[config.mk]
export PLATFORM = sky130hd
export DESIGN_NAME = serial_alu
export DESIGN_NICKNAME = d
export VERILOG_FILES = /design/src/rtl/alu_pkg.sv /design/src/rtl/alu_slice.sv /design/src/rtl/serial_alu.sv
export SDC_FILE = /design/constraint.sdc
export NUM_CORES = 1
export LEC_CHECK = 0
export CAP_MARGIN = 20
export CORE_MARGIN = 1.5
export CORE_UTILIZATION = 35
export DETAILED_ROUTE_END_ITERATION = 8
export GPL_ROUTABILITY_DRIVEN = 0
export GPL_TIMING_DRIVEN = 0
export PLACE_DENSITY = 0.53
export REMOVE_ABC_BUFFERS = 1
export SKIP_CTS_REPAIR_TIMING = 1
export SYNTH_ARGS = -nofsm -noshare
export SYNTH_HDL_FRONTEND = slang
export SYNTH_SLANG_ARGS = --single-unit
[constraint.sdc]
create_clock -name clk -period 5.85 [get_ports clk]
set_input_delay 1.17 -clock clk [delete_from_list [all_inputs] [get_ports clk]]
set_output_delay 1.17 -clock clk [all_outputs]
set_load 0.02 [all_outputs]
[src/rtl/alu_pkg.sv]
// Shared op encodings and control states for the serial ALU.
// Flag outputs are enabled by SERIAL_ALU_FLAGS_EN.
package alu_pkg;

  localparam logic [2:0] OP_ADD  = 3'b000;
  localparam logic [2:0] OP_SUB  = 3'b001;
  localparam logic [2:0] OP_XOR  = 3'b010;
  localparam logic [2:0] OP_SLT  = 3'b011;
  localparam logic [2:0] OP_AND  = 3'b100;
  localparam logic [2:0] OP_NAND = 3'b101;
  localparam logic [2:0] OP_NOR  = 3'b110;
  localparam logic [2:0] OP_OR   = 3'b111;

  typedef enum logic [1:0] {
    IDLE = 2'd0,
    RUN  = 2'd1,
    DONE = 2'd2
  } state_t;

  function automatic logic op_is_sub(
    input logic [2:0] op
  );
    return (op == OP_SUB) || (op == OP_SLT);
  endfunction

  function automatic logic op_is_arith(
    input logic [2:0] op
  );
    return (op == OP_ADD) || op_is_sub(op);
  endfunction

endpackage

[src/rtl/alu_slice.sv]
// One SLICE-wide combinational op/adder slice.
// Exposes the carry into the MSB so the caller can form signed overflow.
module alu_slice
  import alu_pkg::*;
#(
  parameter int SLICE = 4
) (
  input  logic [SLICE-1:0] a,
  input  logic [SLICE-1:0] b,
  input  logic [2:0]       op,
  input  logic             cin,
  output logic [SLICE-1:0] y,
  output logic             cout,
  output logic             c_msb
);

  logic [SLICE-1:0] bx;
  logic [SLICE:0]   sum;

  assign bx  = op_is_sub(op) ? ~b : b;
  assign sum = {1'b0, a} + {1'b0, bx}
             + {{SLICE{1'b0}}, cin};

  // sum bit = a ^ b ^ carry-in, so the MSB carry-in falls out of it
  assign c_msb = sum[SLICE-1] ^ a[SLICE-1] ^ bx[SLICE-1];

  always_comb begin
    y    = sum[SLICE-1:0];
    cout = 1'b0;
    unique case (1'b1)
      op_is_arith(op): begin
        y    = sum[SLICE-1:0];
        cout = sum[SLICE];
      end
      (op == OP_XOR):  y = a ^ b;
      (op == OP_AND):  y = a & b;
      (op == OP_NAND): y = ~(a & b);
      (op == OP_NOR):  y = ~(a | b);
      (op == OP_OR):   y = a | b;
      default:         y = sum[SLICE-1:0];
    endcase
  end

endmodule

[src/rtl/serial_alu.sv]
// Slice-serial ALU: WIDTH/SLICE cycles per op, valid/ready on both sides.
// Define SERIAL_ALU_FLAGS_EN to add carryout/overflow/zero outputs.
module serial_alu
  import alu_pkg::*;
#(
  parameter int WIDTH = 32,
  parameter int SLICE = 4
) (
  input  logic             clk,
  input  logic             reset,
  input  logic             in_valid,
  output logic             in_ready,
  input  logic [WIDTH-1:0] a,
  input  logic [WIDTH-1:0] b,
  input  logic [2:0]       op,
  output logic             out_valid,
  input  logic             out_ready,
  output logic [WIDTH-1:0] result
`ifdef SERIAL_ALU_FLAGS_EN
  ,
  output logic             carryout,
  output logic             overflow,
  output logic             zero
`endif
);

  localparam int N  = WIDTH / SLICE;
  localparam int CW = (N > 1) ? $clog2(N) : 1;

  if (WIDTH % SLICE != 0) begin : g_bad_slice
    $error("serial_alu: WIDTH must be a multiple of SLICE");
  end

  state_t           state;
  state_t           state_nx;
  logic [WIDTH-1:0] a_r;
  logic [WIDTH-1:0] b_r;
  logic [WIDTH-1:0] acc;
  logic [WIDTH-1:0] res_nx;
  logic [2:0]       op_r;
  logic [CW-1:0]    cnt;
  logic             carry;
  logic             last;

  logic [SLICE-1:0] s_a;
  logic [SLICE-1:0] s_b;
  logic [SLICE-1:0] s_y;
  logic             s_cout;
  logic             s_cmsb;

  assign s_a  = a_r[int'(cnt)*SLICE +: SLICE];
  assign s_b  = b_r[int'(cnt)*SLICE +: SLICE];
  assign last = (cnt == CW'(N-1));

  alu_slice #(
    .SLICE (SLICE)
  ) u_slice (
    .a     (s_a),
    .b     (s_b),
    .op    (op_r),
    .cin   (carry),
    .y     (s_y),
    .cout  (s_cout),
    .c_msb (s_cmsb)
  );

  assign in_ready  = (state == IDLE);
  assign out_valid = (state == DONE);

  always_ff @(posedge clk) begin
    if (reset) state <= IDLE;
    else       state <= state_nx;
  end

  always_comb begin
    state_nx = state;
    unique case (state)
      IDLE: if (in_valid)  state_nx = RUN;
      RUN:  if (last)      state_nx = DONE;
      DONE: if (out_ready) state_nx = IDLE;
      default:             state_nx = IDLE;
    endcase
  end

  // SLT keeps only the signed-less-than bit: sign ^ overflow
  always_comb begin
    res_nx = acc;
    res_nx[int'(cnt)*SLICE +: SLICE] = s_y;
    if (op_r == OP_SLT) begin
      res_nx = {{(WIDTH-1){1'b0}},
                s_y[SLICE-1] ^ s_cmsb ^ s_cout};
    end
  end

  always_ff @(posedge clk) begin
    if (reset) begin
      a_r    <= '0;
      b_r    <= '0;
      op_r   <= OP_ADD;
      acc    <= '0;
      cnt    <= '0;
      carry  <= 1'b0;
      result <= '0;
    end else begin
      unique case (state)
        IDLE: begin
          if (in_valid) begin
            a_r   <= a;
            b_r   <= b;
            op_r  <= op;
            acc   <= '0;
            cnt   <= '0;
            carry <= op_is_sub(op);
          end
        end
        RUN: begin
          acc[int'(cnt)*SLICE +: SLICE] <= s_y;
          carry <= s_cout;
          cnt   <= cnt + 1'b1;
          if (last) result <= res_nx;
        end
        default: ;
      endcase
    end
  end

`ifdef SERIAL_ALU_FLAGS_EN
  logic add_sub;

  assign add_sub = (op_r == OP_ADD) || (op_r == OP_SUB);

  always_ff @(posedge clk) begin
    if (reset) begin
      carryout <= 1'b0;
      overflow <= 1'b0;
      zero     <= 1'b0;
    end else if (state == RUN && last) begin
      carryout <= s_cout;
      overflow <= add_sub & (s_cmsb ^ s_cout);
      zero     <= (res_nx == '0);
    end
  end
`endif

endmodule

* Word level (Yosys, flattened, before mapping)
Cells that the tools add are included.
Storage, ports and cells: register bits after elaboration 137, output and inout port bits 34
Operators by class: add/sub/neg operators 4, eq/ne operators 15, shift operators 4, muxes and demuxes 15, bitwise logic cells 10, reductions and logical operators 10
Operators by type and width (number):
- $mux 32 | 2
- $pmux 32 s2 | 1
- $shiftx 32x6->4 | 2
- $neg 5->33 | 1
- $shift 4x33->32 const A | 1
- $shiftx 4x33->32 | 1
- $bwmux 32 | 1
- $pmux 4 s5 | 1
- $eq 3x3->1 const B | 5
- $not 4->4 | 3
- $eq 3x2->1 const B | 3
- $eq 3x1->1 const B | 2
- $mux 2 | 3
- $pmux 2 s3 | 1
- $pmux 3 s2 | 1
- $reduce_and 2->1 | 3
- $add 4x4->5 | 1
- $add 5x1->5 | 1
- $and 4x4->4 | 1
- $mux 4 | 1
- $ne 2x2->1 const B | 2
- $or 4x4->4 | 1
- $xor 1x1->1 | 4
- $xor 4x4->4 | 1
- other kinds (12) | 15

* Longest topological paths before layout
depth after elaboration 10, depth in mapped cells 14, gate-level depth less buffers 11

* Modules after synthesis
Synthesis repeated with hierarchy kept, for this count alone.
Second synthesis, totals: cells, all modules 702, area, all modules 6144.6 um2
Modules (own cells, without submodules):
- serial_alu | times used 1, cells an instance 632, area each 5571.6 um2, seq. area each 2742.6 um2
- alu_slice | times used 1, cells an instance 70, area each 573.0 um2, seq. area each 0.0 um2

* Least setup slack after synthesis
OpenSTA, ideal clock, no wires.
path kind register -> register, start register cnt[0], end register result[10], library setup time 128 ps, data arrival time 3703 ps, required time 5722 ps, slack 2019 ps, stages on the path, launching flop included 14, buffers on the path 2, clock period less this slack 3831 ps, path through dfxtp_1 -> buf_4 -> buf_2 -> mux4_2 -> mux2i_1 -> xor2_1 -> fa_1 -> fa_1 -> xnor2_1 -> mux2_2 -> mux2i_1 -> o31ai_1 -> a22oi_1 -> nor2_1
Between the ends: longest elaborated chain between the ends 9
RTL lines:
- start: declaration | line serial_alu.sv:41 | logic [CW-1:0] cnt;
- start signal: assignment | line serial_alu.sv:119 | cnt <= cnt + 1'b1;
- $shiftx 32x6->4 | line serial_alu.sv:52 | assign s_b = b_r[int'(cnt)*SLICE +: SLICE];
- $not 4->4 | line alu_slice.sv:20 | assign bx = op_is_sub(op) ? ~b : b;
- $mux 4 | line alu_slice.sv:20
- $add 4x4->5 | line alu_slice.sv:21 | assign sum = {1'b0, a} + {1'b0, bx}
- $add 5x1->5 | line alu_slice.sv:22 | + {{SLICE{1'b0}}, cin};
- $pmux 4 s5 | line alu_slice.sv:30 | unique case (1'b1)
- $shiftx 4x33->32 | line serial_alu.sv:88 | res_nx[int'(cnt)*SLICE +: SLICE] = s_y;
- $bwmux 32 | line serial_alu.sv:88
- $mux 32 | line serial_alu.sv:89 | if (op_r == OP_SLT) begin
- end signal: assignment | line serial_alu.sv:120 | if (last) result <= res_nx;
- end: declaration | line serial_alu.sv:18 | output logic [WIDTH-1:0] result
Parallel ways exist; a longest one is shown, timed or not. A chain may end at the register's enable or synchronous reset.

* Worst setup path after layout
start register cnt[0], end register result[18]
The elaborated chain is that of the path after synthesis.

==> qor.yml <==
grt:
  grt_pass1_vias: 5416
  grt_max_degree: 91
  grt_first_pass_wirelength_um: 26700
  grt-ovfl-total: 0
  antenna_found_initial: 0
  gr-usage-all-layers_pct: 17.1
logic_synthesis:
  yosysWarnings: 0
  synth-edff-count: 0
  synth-main-ff-cell: "dfxtp_1"
  async_flop_share_pct: 0
  synth_top_area_share_pct: 42.5
  yosysMostFrequentCell: "nand2_1"
  avgSynthCellArea_um2: 8.24
  synth_top_area_cell: "dfxtp_1"
  netlist_top_cells_count: "nand2_1 (194), dfxtp_1 (137), a21oi_1 (103)"
  ys_types: 45
  ys_seq_area_share_pct: 42.5
  synthCells: 783
  synth_area_um2: 6450
  ys_ff_latch: 137
  synth.area.top_cells: "dfxtp_1 (42%), nand2_1 (11%), a21oi_1 (8.0%)"
timing:
  finalSetupTns_ns: 0
  min_period_ns: 4.45
  slew_headroom_pct: 35.2
  setup_violations: 0
  finalClockSkew_ns: 0.0125
  max_freq_ghz: 0.225
  maxSlewViolCount: 0
  tightestPinTransition_ns: 0.973
  rsz0062_at_grt: "no"
  finalCritPeriodShare_pct: 76.1
  fin_ws_ns: 1.40
  hold_viol: 0
die:
  die_h_um: 139
  dieArea_um2: 19300
  core_um2: 18000
  ioPinCount: 105
  dieWidth_um: 139
  fp-row-count: 49
  start_util_pct: 35.8
setup_path:
  reg2reg_from: "cnt[0]"
  worstPathCellList: "mux4_2, mux2i_1, xor2_1, fa_1, fa_1, xnor2_1, mux2_2, mux2i_1, buf_4, a21oi_1, a22oi_1, nor2_1"
  startpoint_type: "flop"
  critical_path_class: "reg2reg"
  cp_top_family: "multiplexers"
  required_ns: 6.13
  crit_fanout: 25
  reg2reg_depth: 12
  r2r_slack_ns: 1.40
  cp.arrival_ns: 4.73
  r2r_end: "result[18]"
  slowest_stage: "dfxtp_2"
  end_kind: "flop"
  cp.buffers_inverters: 1
  slowest_delay_ns: 0.83
flow_run:
  cap_violations: 0
layout:
  drive_gt1_share_pct: 7.92
  fin_nets: 949
  diodes: 0
  final_cell_area_um2: 8350
  fillers: 1791
  fin_util_pct: 46.3
  syn_to_final_growth_pct: 29.3
detailed_routing:
  drt-pass1-iter-count: 5
  drc: 0
  drt_iter0_markers: 297
  routed_wl_um: 16200
  route.antenna.remaining_nets: 0
  avgRoutedWirePerCell_um: 14.7
  vias: 5630
  viasPerCell: 5.12
outcome:
  status: "complete, no violations"
placed_design:
  port_buffers: 104
  placed_cell_area_um2: 7740
  dpl.hpwl_um: 10900
  pre_cts_slack_ns: 1.16
power:
  max-vdd-ir-drop_mv: 0.213
  power.density_nw_per_um2: 286
  p_total_mw: 2.39
  p_leak_nw: 3.03
cts:
  clock_latency_ns: 0.43
  clk_pin_slew_ns: 0.06
  cts_max_level: 4
  cts_sinks: 137
  cts_tree: "built"
  cts_max_path_buffers: 2
  cts_root_buffer: "clkbuf_16"
  cts_made_buffers: 17
worst_hold_path:
  hold_path_class: "reg2reg"
  whs_endpoint: "result[7]"
  hp-start: "result[7]"
  hold_depth: 2
## stage by stage
stage	std cells	hold WS [ns]
finish	1100	0.449
global placement	1058	0.440
CTS	1098	0.452
detailed placement	1066	0.445
global route	1100	0.470
floorplan	725	0.425
## final cells by class
| type | instances | area [um^2] | area share (%) |
|---|---|---|---|
| Clock buffer | 18 | 439 | 5.26 |
| Sequential cell | 137 | 2740 | 32.9 |
| Tap cell | 229 | 287 | 3.43 |
| Clock inverter | 14 | 149 | 1.78 |
| Multi-Input combinational cell | 572 | 3440 | 41.2 |
| Inverter | 16 | 60.1 | 0.720 |
| Timing Repair Buffer | 114 | 1230 | 14.7 |
## layer usage
layer	routed length, um	up-vias	global-route usage (%)
met3	680	16	3.66
met4	255	0	5.76
met2	7670	142	28.6
met1	7610	2617	22.1
li1	-	2855	-
met5	0	-	0
## worst max-delay path by stage
stage | start | end | slack [ns] | depth (start not counted)
after CTS | cnt[0] | result[26] | 1.13 | 11
after global placement | state[0] | result[31] | -1.01 | 5
after floorplan | state[0] | result[11] | 1.86 | 5
after global routing | cnt[0] | result[18] | 1.06 | 12
after detailed placement | cnt[0] | result[26] | 1.16 | 11
final | cnt[0] | result[18] | 1.40 | 12
## cell usage in the layout, fill, tap and decap left out, types with 14 or more instances in the layout
cell and count:
nand2_1 193, dfxtp_1 136, clkdlybuf4s50_1 103, a21oi_1 102, nor2_1 61, a22oi_1 28
nand3_1 24, o31ai_1 18, o21ai_0 18, ha_1 18, clkbuf_16 17, inv_1 14
## registers in the layout, summed over array words and instances (netlist names)
| register | cells |
|---|---|
| a_r | 32 |
| acc | 32 |
| b_r | 32 |
| result | 32 |
| cnt | 3 |
| op_r | 3 |
| state | 2 |
| carry | 1 |
## power breakdown
group	total (mW)	switching, mW	leakage, nW	internal (mW)
clock	1.06	0.419	0.278	0.639
sequential	0.991	0.0254	1.12	0.966
combinational	0.342	0.188	1.64	0.154
## worst min-delay path, delay by kind of cell (launching register included)
kind	cells	cell delay [ns]
flops	1	0.31
simple gates	1	0.05
compound gates	1	0.05
## cells by family (layout without fill, tap and decap cells)
| group | after synthesis | after routing | share of synthesized area (%) |
|---|---|---|---|
| fa+ha+maj | 20 | 20 | 4.11 |
| simple gates | 314 | 314 | 20.4 |
| mux | 30 | 30 | 8.20 |
| xor+xnor | 11 | 11 | 1.92 |
| compound gates | 197 | 197 | 18.5 |
| buf+inv | 74 | 162 | 4.44 |
| flops | 137 | 137 | 42.5 |
(Power assumes the default switching activity.)
